===== src/rtl/pipe_pkg.sv =====
// Shared types and constants for the pipeline stage registers.
package pipe_pkg;
  typedef enum logic [1:0] {EMPTY = 2'd0, ONE = 2'd1, TWO = 2'd2} pipe_state_t;

  localparam int OCC_W = 2;

  // IF->ID payload layout
  localparam int IF_PC_MSB    = 63;
  localparam int IF_PC_LSB    = 32;
  localparam int IF_INSTR_MSB = 31;
  localparam int IF_INSTR_LSB = 0;
endpackage


===== src/rtl/pipe_stage_reg_if.sv =====
// Valid/ready/data handshake bundle between two pipeline stages.
interface pipe_stage_reg_if #(parameter int DATA_W = 64);
  logic              valid;
  logic              ready;
  logic [DATA_W-1:0] data;

  modport master (output valid, output data, input ready);
  modport slave  (input valid, input data, output ready);
endinterface


===== src/rtl/pipe_stage_reg_sat_counter.sv =====
// Counter with a 0..3 increment that sticks at all-ones instead of wrapping.
module sat_counter #(
  parameter int W = 16
) (
  input  logic         clk,
  input  logic         rst,
  input  logic [1:0]   inc,
  output logic [W-1:0] cnt
);
  logic [W+1:0] sum;

  assign sum = (W+2)'(cnt) + (W+2)'(inc);

  always_ff @(posedge clk or negedge rst) begin
    if (!rst)                           cnt <= '0;
    else if (sum > (W+2)'({W{1'b1}}))   cnt <= '1;
    else                                cnt <= sum[W-1:0];
  end
endmodule


===== src/rtl/pipe_stage_reg.sv =====
// Two-entry skid stage register: registered in_ready, freeze, flush, drop count.
module pipe_stage_reg
  import pipe_pkg::*;
#(
  parameter int DATA_W = 64,
  parameter int CNT_W  = 16
) (
  input  logic              clk,
  input  logic              rst,
  input  logic              freeze,
  input  logic              flush,
  pipe_stage_reg_if.slave   up,
  pipe_stage_reg_if.master  dn,
  output logic [OCC_W-1:0]  occupancy,
  output logic [CNT_W-1:0]  drop_cnt
);
  pipe_state_t       state_q;
  logic [DATA_W-1:0] main_q, skid_q;
  logic              main_v, skid_v;
  logic              in_fire, out_fire;
  logic [1:0]        inc;

  // in_ready depends only on the skid flop and freeze, never on out_ready
  assign up.ready  = !skid_v && !freeze;
  assign dn.valid  = main_v && !freeze;
  assign dn.data   = main_q;
  assign in_fire   = up.valid && up.ready;
  assign out_fire  = dn.valid && dn.ready;
  assign occupancy = {1'b0, main_v} + {1'b0, skid_v};

  always_ff @(posedge clk or negedge rst) begin
    if (!rst) begin
      state_q <= EMPTY;
      main_v  <= 1'b0;
      skid_v  <= 1'b0;
      main_q  <= '0;
      skid_q  <= '0;
    end else if (flush) begin
      state_q <= EMPTY;
      main_v  <= 1'b0;
      skid_v  <= 1'b0;
      main_q  <= '0;
      skid_q  <= '0;
    end else if (!freeze) begin
      case (state_q)
        EMPTY: if (in_fire) begin
          main_q  <= up.data;
          main_v  <= 1'b1;
          state_q <= ONE;
        end
        ONE: begin
          if (in_fire && out_fire) begin
            main_q <= up.data;
          end else if (in_fire) begin
            skid_q  <= up.data;
            skid_v  <= 1'b1;
            state_q <= TWO;
          end else if (out_fire) begin
            main_v  <= 1'b0;
            state_q <= EMPTY;
          end
        end
        TWO: if (out_fire) begin
          main_q  <= skid_q;
          skid_v  <= 1'b0;
          state_q <= ONE;
        end
        default: begin
          state_q <= EMPTY;
          main_v  <= 1'b0;
          skid_v  <= 1'b0;
        end
      endcase
    end
  end

  // Held beats plus the beat offered this cycle are all lost on flush
  assign inc = flush ? ({1'b0, main_v} + {1'b0, skid_v} + {1'b0, up.valid}) : 2'd0;

  sat_counter #(.W(CNT_W)) u_drop (
    .clk (clk),
    .rst (rst),
    .inc (inc),
    .cnt (drop_cnt)
  );
endmodule


===== src/flat_wrapper.sv =====
// flat-port wrapper written by rule: the top's interface ports become plain ports
module pipe_stage_reg_flat import pipe_pkg::*;
#(
  parameter int DATA_W = 64,
  parameter int CNT_W  = 16
)
  (clk, rst, freeze, flush, occupancy, drop_cnt, up_valid, up_data, up_ready, dn_valid, dn_data, dn_ready);
  pipe_stage_reg_if #(.DATA_W(DATA_W)) up_i ();
  pipe_stage_reg_if #(.DATA_W(DATA_W)) dn_i ();
  input  logic clk;
  input  logic rst;
  input  logic freeze;
  input  logic flush;
  output logic [OCC_W-1:0] occupancy;
  output logic [CNT_W-1:0] drop_cnt;
  input wire logic [$bits(up_i.valid)-1:0] up_valid;
  input wire logic [$bits(up_i.data)-1:0] up_data;
  output wire logic [$bits(up_i.ready)-1:0] up_ready;
  output wire logic [$bits(dn_i.valid)-1:0] dn_valid;
  output wire logic [$bits(dn_i.data)-1:0] dn_data;
  input wire logic [$bits(dn_i.ready)-1:0] dn_ready;
  assign up_i.valid = up_valid;
  assign up_i.data = up_data;
  assign up_ready = up_i.ready;
  assign dn_valid = dn_i.valid;
  assign dn_data = dn_i.data;
  assign dn_i.ready = dn_ready;
  pipe_stage_reg #(.DATA_W(DATA_W), .CNT_W(CNT_W)) u_core (.clk(clk), .rst(rst), .freeze(freeze), .flush(flush), .up(up_i), .dn(dn_i), .occupancy(occupancy), .drop_cnt(drop_cnt));
endmodule

===== config.mk =====
export PLATFORM = sky130hd
export DESIGN_NAME = pipe_stage_reg_flat
export DESIGN_NICKNAME = d
export VERILOG_FILES = /design/src/rtl/pipe_pkg.sv /design/src/rtl/pipe_stage_reg_if.sv /design/src/rtl/pipe_stage_reg_sat_counter.sv /design/src/rtl/pipe_stage_reg.sv /design/src/flat_wrapper.sv
export SDC_FILE = /design/constraint.sdc
export NUM_CORES = 1
export LEC_CHECK = 0
export CORE_MARGIN = 10
export CORE_UTILIZATION = 50
export DETAILED_ROUTE_END_ITERATION = 10
export PLACE_DENSITY = 0.8
export RECOVER_POWER = 25
export SLEW_MARGIN = 20
export SYNTH_ARGS = -nofsm -noshare
export SYNTH_HDL_FRONTEND = slang
export SYNTH_SLANG_ARGS = --single-unit

===== constraint.sdc =====
create_clock -name clk -period 3.05 [get_ports clk]
set_clock_uncertainty 0.2 [all_clocks]
set_input_delay 0.305 -clock clk [delete_from_list [all_inputs] [get_ports clk]]
set_output_delay 0.305 -clock clk [all_outputs]
set_load 0.005 [all_outputs]

==> results.sh, run 1 <==
export IMPL_min_period_ns=2.68
export IMPL_relSlewSlack=-0.334
export IMPL_setup_viol=0
export IMPL_wire_per_inst_um=18.9
export IMPL_wirelength_um=17900
export IMPL_rows=42
export IMPL_die_w_um=136
export IMPL_synth_edf_count=0
export IMPL_cts_hold_fix_buffers=1
export IMPL_routed_via_density=5.59
export IMPL_combinationalPowerShare=0.150
export IMPL_rsz0062_at_grt="no"
export IMPL_hold_violations=0
export IMPL_critPathLaunchType="flop"
export IMPL_grt_ovfl_total=0
export IMPL_numClockSinks=148
export IMPL_path_cells="fa_1, and2_1, ha_1, fa_1, nand2_1, nor2_1, nand3_1, mux2_2"
export IMPL_synth_cell_types=43
export IMPL_layout_cells_non_filler=946
export IMPL_start_util=0.509
export IMPL_ys_warn_count=0
export IMPL_die_h_um=136
export IMPL_status="finished, violations left"
export IMPL_grt_max_degree=79
export IMPL_diodes=0
export IMPL_cpMaxStageDelayCell="fa_1"
export IMPL_drt_iter0_drc=428
export IMPL_crit_family="adder cells"
export IMPL_vias=5288
export IMPL_synthTopCellsByArea="dfrtp_1 (55%), mux2i_1 (9.5%), o2bb2ai_1 (8.4%)"
export IMPL_drc=0
export IMPL_p_sw_mw=1.28
export IMPL_ios=154
export IMPL_synth_top_flop_cell="dfrtp_1"
export IMPL_cts_buffers=17
export IMPL_ys_seq_area_frac=0.552
export IMPL_htreeDepth=4
export IMPL_internal_power_mw=3.84
export IMPL_antenna_found_initial=0
export IMPL_sw_frac_of_total=0.249
export IMPL_dp_cells=913
export IMPL_vdd_drop_max_uv=387
export IMPL_yosysTopAreaCellShare=0.552
export IMPL_leakage_nw=3.61
export IMPL_grt_pass1_vias=5531
export IMPL_clockBufferDepth=2
export IMPL_power_per_cell_area_nw_per_um2=571
export IMPL_drive_above_1_share=0.0766
export IMPL_mostFrequentLayoutCell="clkdlybuf4s50_1"
export IMPL_syn_inst=610
export IMPL_grt_pass1_wl_um=28800
export IMPL_dp_hpwl_um=11800
export IMPL_critPathBufInv=0
export IMPL_cts_tree="yes"
export IMPL_tightest_slew_ns=2.00
export IMPL_cts_root_buffer_cell="clkbuf_16"
export IMPL_required_ns=3.16
export IMPL_dieArea_um2=18500
export IMPL_clock_power_share=0.421
export IMPL_slew_viol_final=78
export IMPL_async_flop_share=1.00
export IMPL_fin_tns_setup_ns=0
export IMPL_postCtsSetupRepairBufs=0
export IMPL_path_clk_slew_ns=0.06
export IMPL_coreArea_um2=13200
export IMPL_synth_net_count=685
export IMPL_critPathCaptureType="flop"
export IMPL_violations="capacitance limit, slew limit"
export IMPL_cpPeakStageDelay_ns=0.45
export IMPL_critical_path_class="flop to flop"
export IMPL_dr_pass1_iters=5
export IMPL_grt_use_total=0.195
export IMPL_nets=832
export IMPL_place_gp_congestion=0.883
export IMPL_synth_area_um2=6710
export IMPL_cts_resized=0
export IMPL_synth_seq_cells=148
export IMPL_antenna_left=0
export IMPL_worst_ep_arrival_time_ns=2.79
export IMPL_crit_fanout=5
export IMPL_cap_violations=1
export IMPL_avgSynthCellArea_um2=11.0
export IMPL_clock_latency_ns=0.42
export IMPL_critPathMostFrequentCell="fa_1"
export IMPL_hold_class="input pin to flop"
export IMPL_layout_common_cells="clkdlybuf4s50_1 (151), dfrtp_1 (148), nand2_1 (142)"
export IMPL_fin_crit_sh=0.880
export IMPL_timing_fmax_mhz=373
export IMPL_pwr_share_seq=0.429
export IMPL_syn_to_final_growth_pct=33.7
export IMPL_io_buffers=153
export IMPL_yosysTopAreaCell="dfrtp_1"
kinds of logic (layout without fill, tap and decap cells):
family | after synthesis | count (layout) | share of synthesized area
simple gates | 181 | 181 | 0.115
compound gates | 153 | 153 | 0.157
flops | 148 | 148 | 0.552
mux | 65 | 65 | 0.0972
buf+inv | 48 | 208 | 0.0541
xor+xnor | 10 | 10 | 0.0131
fa+ha+maj | 5 | 5 | 0.0116
power groups by stage:
stage | sequential (mW) | clock [mW] | combinational [mW]
6_report | 2.20 | 2.15 | 0.768
5_1_grt | 2.21 | 2.27 | 0.843
4_1_cts | 2.20 | 2.19 | 0.781
3_5_place_dp | 2.22 | 0 | 0.776
3_3_place_gp | 2.22 | 0 | 0.752
2_1_floorplan | 2.21 | 0 | 0.327
synthesized netlist by cell type, drive strengths merged (2+ instances only):
cell type	n
a21oi	72
a31oi	2
and2	2
buf	33
clkbuf	10
dfrtp	148
fa	2
ha	3
inv	5
mux2i	64
nand2	143
nand2b	4
nand3	8
nand4	3
nor2	7
nor2b	3
nor3	3
o21ai	6
o22ai	2
o2bb2ai	64
xnor2	7
xor2	3
metal layers:
layer	routed length (um)	vias up	global-route usage
met2	8610	189	0.304
li1	-	2446	-
met3	1450	16	0.0624
met4	189	0	0.0682
met5	0	-	0
met1	7680	2637	0.249
area by class of cell:
type | instances | area (um2)
Tap cell | 176 | 220
Sequential cell | 148 | 3700
Inverter | 5 | 18.8
Clock inverter | 12 | 154
Multi-Input combinational cell | 414 | 2650
Timing Repair Buffer | 171 | 1760
Clock buffer | 20 | 467
Fill cell | 946 | 4220
worst paths after layout:
| path | slack, ns | cells after the start | to | startpoint |
|---|---|---|---|---|
| max reg2reg | 0.37 | 8 | u_core.u_drop.cnt[14] | u_core.skid_v |
| min in group asynchronous | 0.74 | 2 | u_core.dn.data[46] | rst |
| max in group asynchronous | 0.60 | 3 | u_core.dn.data[40] | rst |
| min | 0.22 | 3 | u_core.dn.data[12] | flush |
| max | 0.37 | 8 | u_core.u_drop.cnt[14] | u_core.skid_v |
| min reg2reg | 0.29 | 1 | u_core.dn.data[20] | u_core.dn.data[20] |
worst reg2reg max path, delay by kind of cell, from the launching register on:
kind	cells	cell delay [ns]
multiplexers	1	0.32
adder cells (fa/ha/maj)	3	1.12
AND/OR/NAND/NOR	4	0.52
flip-flops	1	0.42
sequential cells by signal (all words and copies together), names as in the netlist:
register           flops
u_core.dn.data        64
u_core.skid_q         64
u_core.u_drop.cnt     16
u_core.state_q         2
u_core.main_v          1
u_core.skid_v          1
through the flow:
step / instance area (um2) / power (mW) / hold slack [ns] / setup slack [ns] / util
2_1_floorplan: 6710 / 2.54 / -0.191 / 0.464 / -
3_3_place_gp: 8350 / 2.97 / 0.184 / 0.0489 / 0.633
3_5_place_dp: 8350 / 3.00 / 0.199 / -0.0146 / 0.633
4_1_cts: 8980 / 5.17 / 0.200 / 0.372 / 0.681
5_1_grt: 8970 / 5.33 / 0.240 / 0.169 / 0.680
6_report: 8970 / 5.12 / 0.216 / 0.365 / 0.680
No activity file was read; power rests on OpenSTA's default activity.
==> run 2, diff against run 1 <==
--- a/config.mk
+++ b/config.mk
@@ -6,9 +6,8 @@
 export NUM_CORES = 1
 export LEC_CHECK = 0
 export CORE_MARGIN = 10
-export CORE_UTILIZATION = 50
+export CORE_UTILIZATION = 38
 export DETAILED_ROUTE_END_ITERATION = 10
-export PLACE_DENSITY = 0.8
 export RECOVER_POWER = 25
 export SLEW_MARGIN = 20
 export SYNTH_ARGS = -nofsm -noshare
==> results.sh, run 2 (synthesis results as in run 1) <==
export IMPL_status="completed"
export IMPL_drive_above_1_share=0.0765
export IMPL_slew_viol_final=0
export IMPL_path_clk_slew_ns=0.06
export IMPL_combinationalPowerShare=0.149
export IMPL_num_fill_cells=1519
export IMPL_grt_pass1_wl_um=30500
export IMPL_hold_violations=0
export IMPL_leakage_nw=3.63
export IMPL_sw_frac_of_total=0.244
export IMPL_required_ns=3.18
export IMPL_multi_input_area_um2=2650
export IMPL_layout_cells_non_filler=996
export IMPL_routed_via_density=5.18
export IMPL_grt_pass1_vias=5465
export IMPL_mostFrequentLayoutCell="clkdlybuf4s50_1"
export IMPL_fin_crit_sh=0.843
export IMPL_internal_power_mw=3.89
export IMPL_clockBufferDepth=2
export IMPL_ios=154
export IMPL_clock_latency_ns=0.41
export IMPL_r2r_setup_slack_ns=0.48
export IMPL_cts_buffers=17
export IMPL_coreArea_um2=17300
export IMPL_htreeDepth=4
export IMPL_drc=0
export IMPL_cap_violations=0
export IMPL_grt_ovfl_total=0
export IMPL_numClockSinks=148
export IMPL_dp_cells=965
export IMPL_die_h_um=153
export IMPL_diodes=0
export IMPL_antenna_found_initial=0
export IMPL_critPathLaunchType="flop"
export IMPL_syn_to_final_growth_pct=34.1
export IMPL_vdd_drop_max_uv=379
export IMPL_p_sw_mw=1.25
export IMPL_pwr_share_seq=0.426
export IMPL_finalPower_mw=5.15
export IMPL_wire_per_inst_um=18.6
export IMPL_layout_common_cells="clkdlybuf4s50_1 (151), dfrtp_1 (148), nand2_1 (142)"
export IMPL_timing_fmax_mhz=389
export IMPL_vias=5162
export IMPL_relSlewSlack=0.0793
export IMPL_grt_use_total=0.159
export IMPL_io_buffers=153
export IMPL_dr_pass1_iters=4
export IMPL_place_gp_congestion=0.797
export IMPL_cts_tree="yes"
export IMPL_power_per_cell_area_nw_per_um2=572
export IMPL_tightest_slew_ns=1.38
export IMPL_die_w_um=153
export IMPL_nets=835
export IMPL_grt_max_degree=71
export IMPL_final_seq_area_um2=3700
export IMPL_antenna_left=0
export IMPL_crit_fanout=3
export IMPL_rows=48
export IMPL_critPathCaptureType="flop"
export IMPL_fin_tns_setup_ns=0
export IMPL_worst_ep_arrival_time_ns=2.70
export IMPL_hold_class="input pin to flop"
export IMPL_cts_root_buffer_cell="clkbuf_16"
export IMPL_start_util=0.388
export IMPL_final_area_um2=8990
export IMPL_critical_path_class="flop to flop"
export IMPL_dieArea_um2=23400
export IMPL_dp_hpwl_um=12100
export IMPL_min_period_ns=2.57
export IMPL_wirelength_um=18500
export IMPL_place_area_um2=8380
export IMPL_setup_viol=0
export IMPL_clock_power_share=0.425
export IMPL_drt_iter0_drc=205
export IMPL_rsz0062_at_grt="no"
## run 2: cell count changes in the layout (fill, tap and decap cells not counted)
cell	before	now
clkbuf_8	3	2
bufinv_16	3	4
buf_4	8	14
buf_12	8	4
clkinvlp_4	6	1
clkinv_2	2	4
clkbuf_2	1	2
clkbuf_1	1	2
## run 2: per-stage QoR
step | hold slack, ns | util | worst slack [ns]
CTS | 0.203 | 0.521 | 0.466
global placement | 0.102 | 0.485 | 0.109
finish | 0.225 | 0.520 | 0.480
global route | 0.224 | 0.520 | 0.328
detailed placement | 0.105 | 0.485 | 0.0861
floorplan | -0.191 | - | 0.464
## run 2: worst paths after layout
check | start | endpoint | cells after the start
max | u_core.skid_v | u_core.u_drop.cnt[12] | 9
min | flush | u_core.skid_q[3] | 3
max reg2reg | u_core.skid_v | u_core.u_drop.cnt[12] | 9
min reg2reg | u_core.dn.data[44] | u_core.dn.data[44] | 1
max in group asynchronous | rst | u_core.u_drop.cnt[12] | 3
min in group asynchronous | rst | u_core.dn.data[50] | 2
## run 2: worst max-delay path, stage by stage, from the launching register on
cell     delay (ns)
dfrtp_1        0.41
fa_1           0.46
and2_1         0.17
ha_1           0.22
fa_1           0.39
nand2_1        0.10
nor2_1         0.07
buf_4          0.16
and4b_1        0.18
a21oi_1        0.14
## run 2: layout make-up
class                   instances  area share
clock inverters                10      0.0174
well taps                     225      0.0313
clock buffers                  20      0.0508
inverters                       5     0.00209
multi-input cells             414       0.295
repair buffers                174       0.192
flip-flops and latches        148       0.412
## run 2: power by group through the flow
stage          Combinational (mW)  Sequential (mW)  Clock [mW]
5_1_grt                     0.849             2.21        2.34
4_1_cts                     0.786             2.20        2.24
6_report                    0.765             2.20        2.19
3_3_place_gp                0.769             2.23           0
3_5_place_dp                0.783             2.22           0
2_1_floorplan               0.327             2.21           0
## run 2: repair_timing
| action | CTS | global route |
|---|---|---|
| setup buffers | 0 | 0 |
| gates resized for setup | 0 | 0 |
| hold endpoints to repair | 52 | 0 |
| hold buffers | 1 | 0 |
## run 2: layer usage
layer	GRT usage	share of wire	up-vias
met5	0	0	-
met3	0.0581	0.065	7
met4	0.0450	0.0052	0
li1	-	-	2438
met2	0.241	0.46	131
met1	0.207	0.47	2586
==> run 3, diff against run 2 <==
--- a/config.mk
+++ b/config.mk
@@ -8,6 +8,7 @@
 export CORE_MARGIN = 10
 export CORE_UTILIZATION = 38
 export DETAILED_ROUTE_END_ITERATION = 10
+export PLACE_DENSITY = 0.66
 export RECOVER_POWER = 25
 export SLEW_MARGIN = 20
 export SYNTH_ARGS = -nofsm -noshare
==> constraint.sdc (replaced) <==
create_clock -name clk -period 2.3 [get_ports clk]
set_clock_uncertainty 0.2 [all_clocks]
set_input_delay 0.23 -clock clk [delete_from_list [all_inputs] [get_ports clk]]
set_output_delay 0.23 -clock clk [all_outputs]
set_load 0.005 [all_outputs]
==> results.sh, run 3 (synthesis results as in run 1) <==
export IMPL_cts_tree="yes"
export IMPL_min_period_ns=2.44
export IMPL_wirelength_um=18200
export IMPL_mostFrequentLayoutCell="clkdlybuf4s50_1"
export IMPL_layout_common_cells="clkdlybuf4s50_1 (151), dfrtp_1 (148), nand2_1 (137)"
export IMPL_clockBufferDepth=2
export IMPL_r2r_cells=8
export IMPL_numClockSinks=148
export IMPL_syn_to_final_growth_pct=38.7
export IMPL_rsz0062_at_grt="yes"
export IMPL_drc=0
export IMPL_place_gp_congestion=0.813
export IMPL_worst_ep_arrival_time_ns=2.54
export IMPL_fin_crit_sh=1.06
export IMPL_nets=845
export IMPL_die_h_um=153
export IMPL_crit_fanout=5
export IMPL_die_w_um=153
export IMPL_tightest_slew_ns=1.48
export IMPL_hold_class="input pin to flop"
export IMPL_htreeDepth=4
export IMPL_start_util=0.388
export IMPL_grt_pass1_vias=5574
export IMPL_fin_ws_ns=-0.141
export IMPL_critPathLaunchType="flop"
export IMPL_whs_endpoint="u_core.u_drop.cnt[0]"
export IMPL_cts_root_buffer_cell="clkbuf_16"
export IMPL_grt_max_degree=66
export IMPL_dr_pass1_iters=4
export IMPL_path_clk_slew_ns=0.06
export IMPL_post_place_ws_ns=-0.562
export IMPL_rows=48
export IMPL_antenna_left=0
export IMPL_leakage_nw=3.73
export IMPL_diodes=0
export IMPL_io_buffers=153
export IMPL_r2r_setup_slack_ns=-0.14
export IMPL_min_delay_start="flush"
export IMPL_coreArea_um2=17300
export IMPL_dieArea_um2=23400
export IMPL_ios=154
export IMPL_path_cells="fa_1, and2_4, ha_4, fa_2, nand2_2, nor2_4, nand3_2, mux2_4"
export IMPL_required_ns=2.40
export IMPL_status="finished, violations left"
export IMPL_power_per_cell_area_nw_per_um2=750
export IMPL_antenna_found_initial=0
export IMPL_cpMaxStageDelayCell="fa_1"
export IMPL_fin_tns_setup_ns=-1.24
export IMPL_critical_path_class="flop to flop"
export IMPL_critPathBufInv=0
export IMPL_cpPeakStageDelay_ns=0.48
export IMPL_critPathCaptureType="flop"
export IMPL_worstHoldPathCells=4
export IMPL_wire_per_inst_um=18.1
export IMPL_setup_viol=15
export IMPL_clock_latency_ns=0.41
export IMPL_drt_iter0_drc=309
export IMPL_vias=5182
export IMPL_relSlewSlack=0.0141
export IMPL_timing_fmax_mhz=410
export IMPL_grt_use_total=0.156
export IMPL_hold_violations=0
export IMPL_routed_via_density=5.15
export IMPL_dp_hpwl_um=12300
export IMPL_grt_pass1_wl_um=30100
export IMPL_grt_ovfl_total=0
export IMPL_worstReg2RegEnd="u_core.u_drop.cnt[14]"
export IMPL_rr_startpoint="u_core.main_v"
export IMPL_slew_viol_final=0
export IMPL_cap_violations=0
export IMPL_final_util=0.538
export IMPL_cts_buffers=17
export IMPL_drive_above_1_share=0.119
export IMPL_violations="setup timing"
export IMPL_crit_family="adder cells"
export IMPL_vdd_drop_max_uv=497
run 3: changes by cell type in the layout (fill, tap and decap cells not counted), moves of 3 or more:
| cell | change |
|---|---|
| buf_12 | +6 |
| buf_6 | +4 |
| nand2_1 | -5 |
| nand2_2 | +5 |
| nand3_1 | -3 |
run 3: power breakdown:
group	switching, mW	total, mW	internal (mW)
Clock	1.06	2.93	1.87
Sequential	0.164	2.93	2.76
Combinational	0.495	1.13	0.635
run 3: routing by layer:
layer  vias up  wire [um]  track usage
met1      2572       8220        0.202
met2       135       8670        0.248
met4         0        158       0.0354
met5         -          0            0
met3        12       1190       0.0525
li1       2463          -            -
run 3: metrics by stage:
step           power (mW)  instance area [um2]  hold WS (ns)  std cells
6_report             6.99                 9310         0.168       1007
5_1_grt              7.33                 9310         0.183       1007
4_1_cts              7.01                 9220         0.147       1004
3_5_place_dp         4.03                 8540        0.0522        971
3_3_place_gp         4.00                 8540        0.0424        971
2_1_floorplan        3.37                 6740        -0.266        610
run 3: timing repair:
item | 4_1_cts | 5_1_grt
hold endpoints to repair | 54 | 0
resized for setup | 6 | 18
hold buffers | 1 | 0
pin swaps | 6 | 6
setup buffers | 1 | 3
endpoints found under the setup margin | 16 | 16
run 3: worst register-to-register path, cell delays in order (launching register included):
cell and delay [ns]:
dfrtp_1 0.40, fa_1 0.48, and2_4 0.16, ha_4 0.16, fa_2 0.37, nand2_2 0.10
nor2_4 0.07, nand3_2 0.09, mux2_4 0.29
run 3: area by class of cell:
cell class                 count  area (um2)
clock buffer                  19         453
clock inverter                12         179
fill                        1512        7990
inverter                       5        18.8
multi-input combinational    414        2780
sequential                   148        3700
tap                          225         282
timing repair buffer         184        1900
run 3: worst max-delay path by stage:
stage / startpoint / endpoint / cells past startpoint
6_report: u_core.main_v / u_core.u_drop.cnt[14] / 8
5_1_grt: u_core.main_v / u_core.u_drop.cnt[14] / 8
4_1_cts: u_core.main_v / u_core.u_drop.cnt[14] / 8
3_5_place_dp: up_valid / u_core.u_drop.cnt[8] / 10
3_3_place_gp: up_valid / u_core.u_drop.cnt[8] / 10
2_1_floorplan: u_core.skid_v / u_core.u_drop.cnt[14] / 8
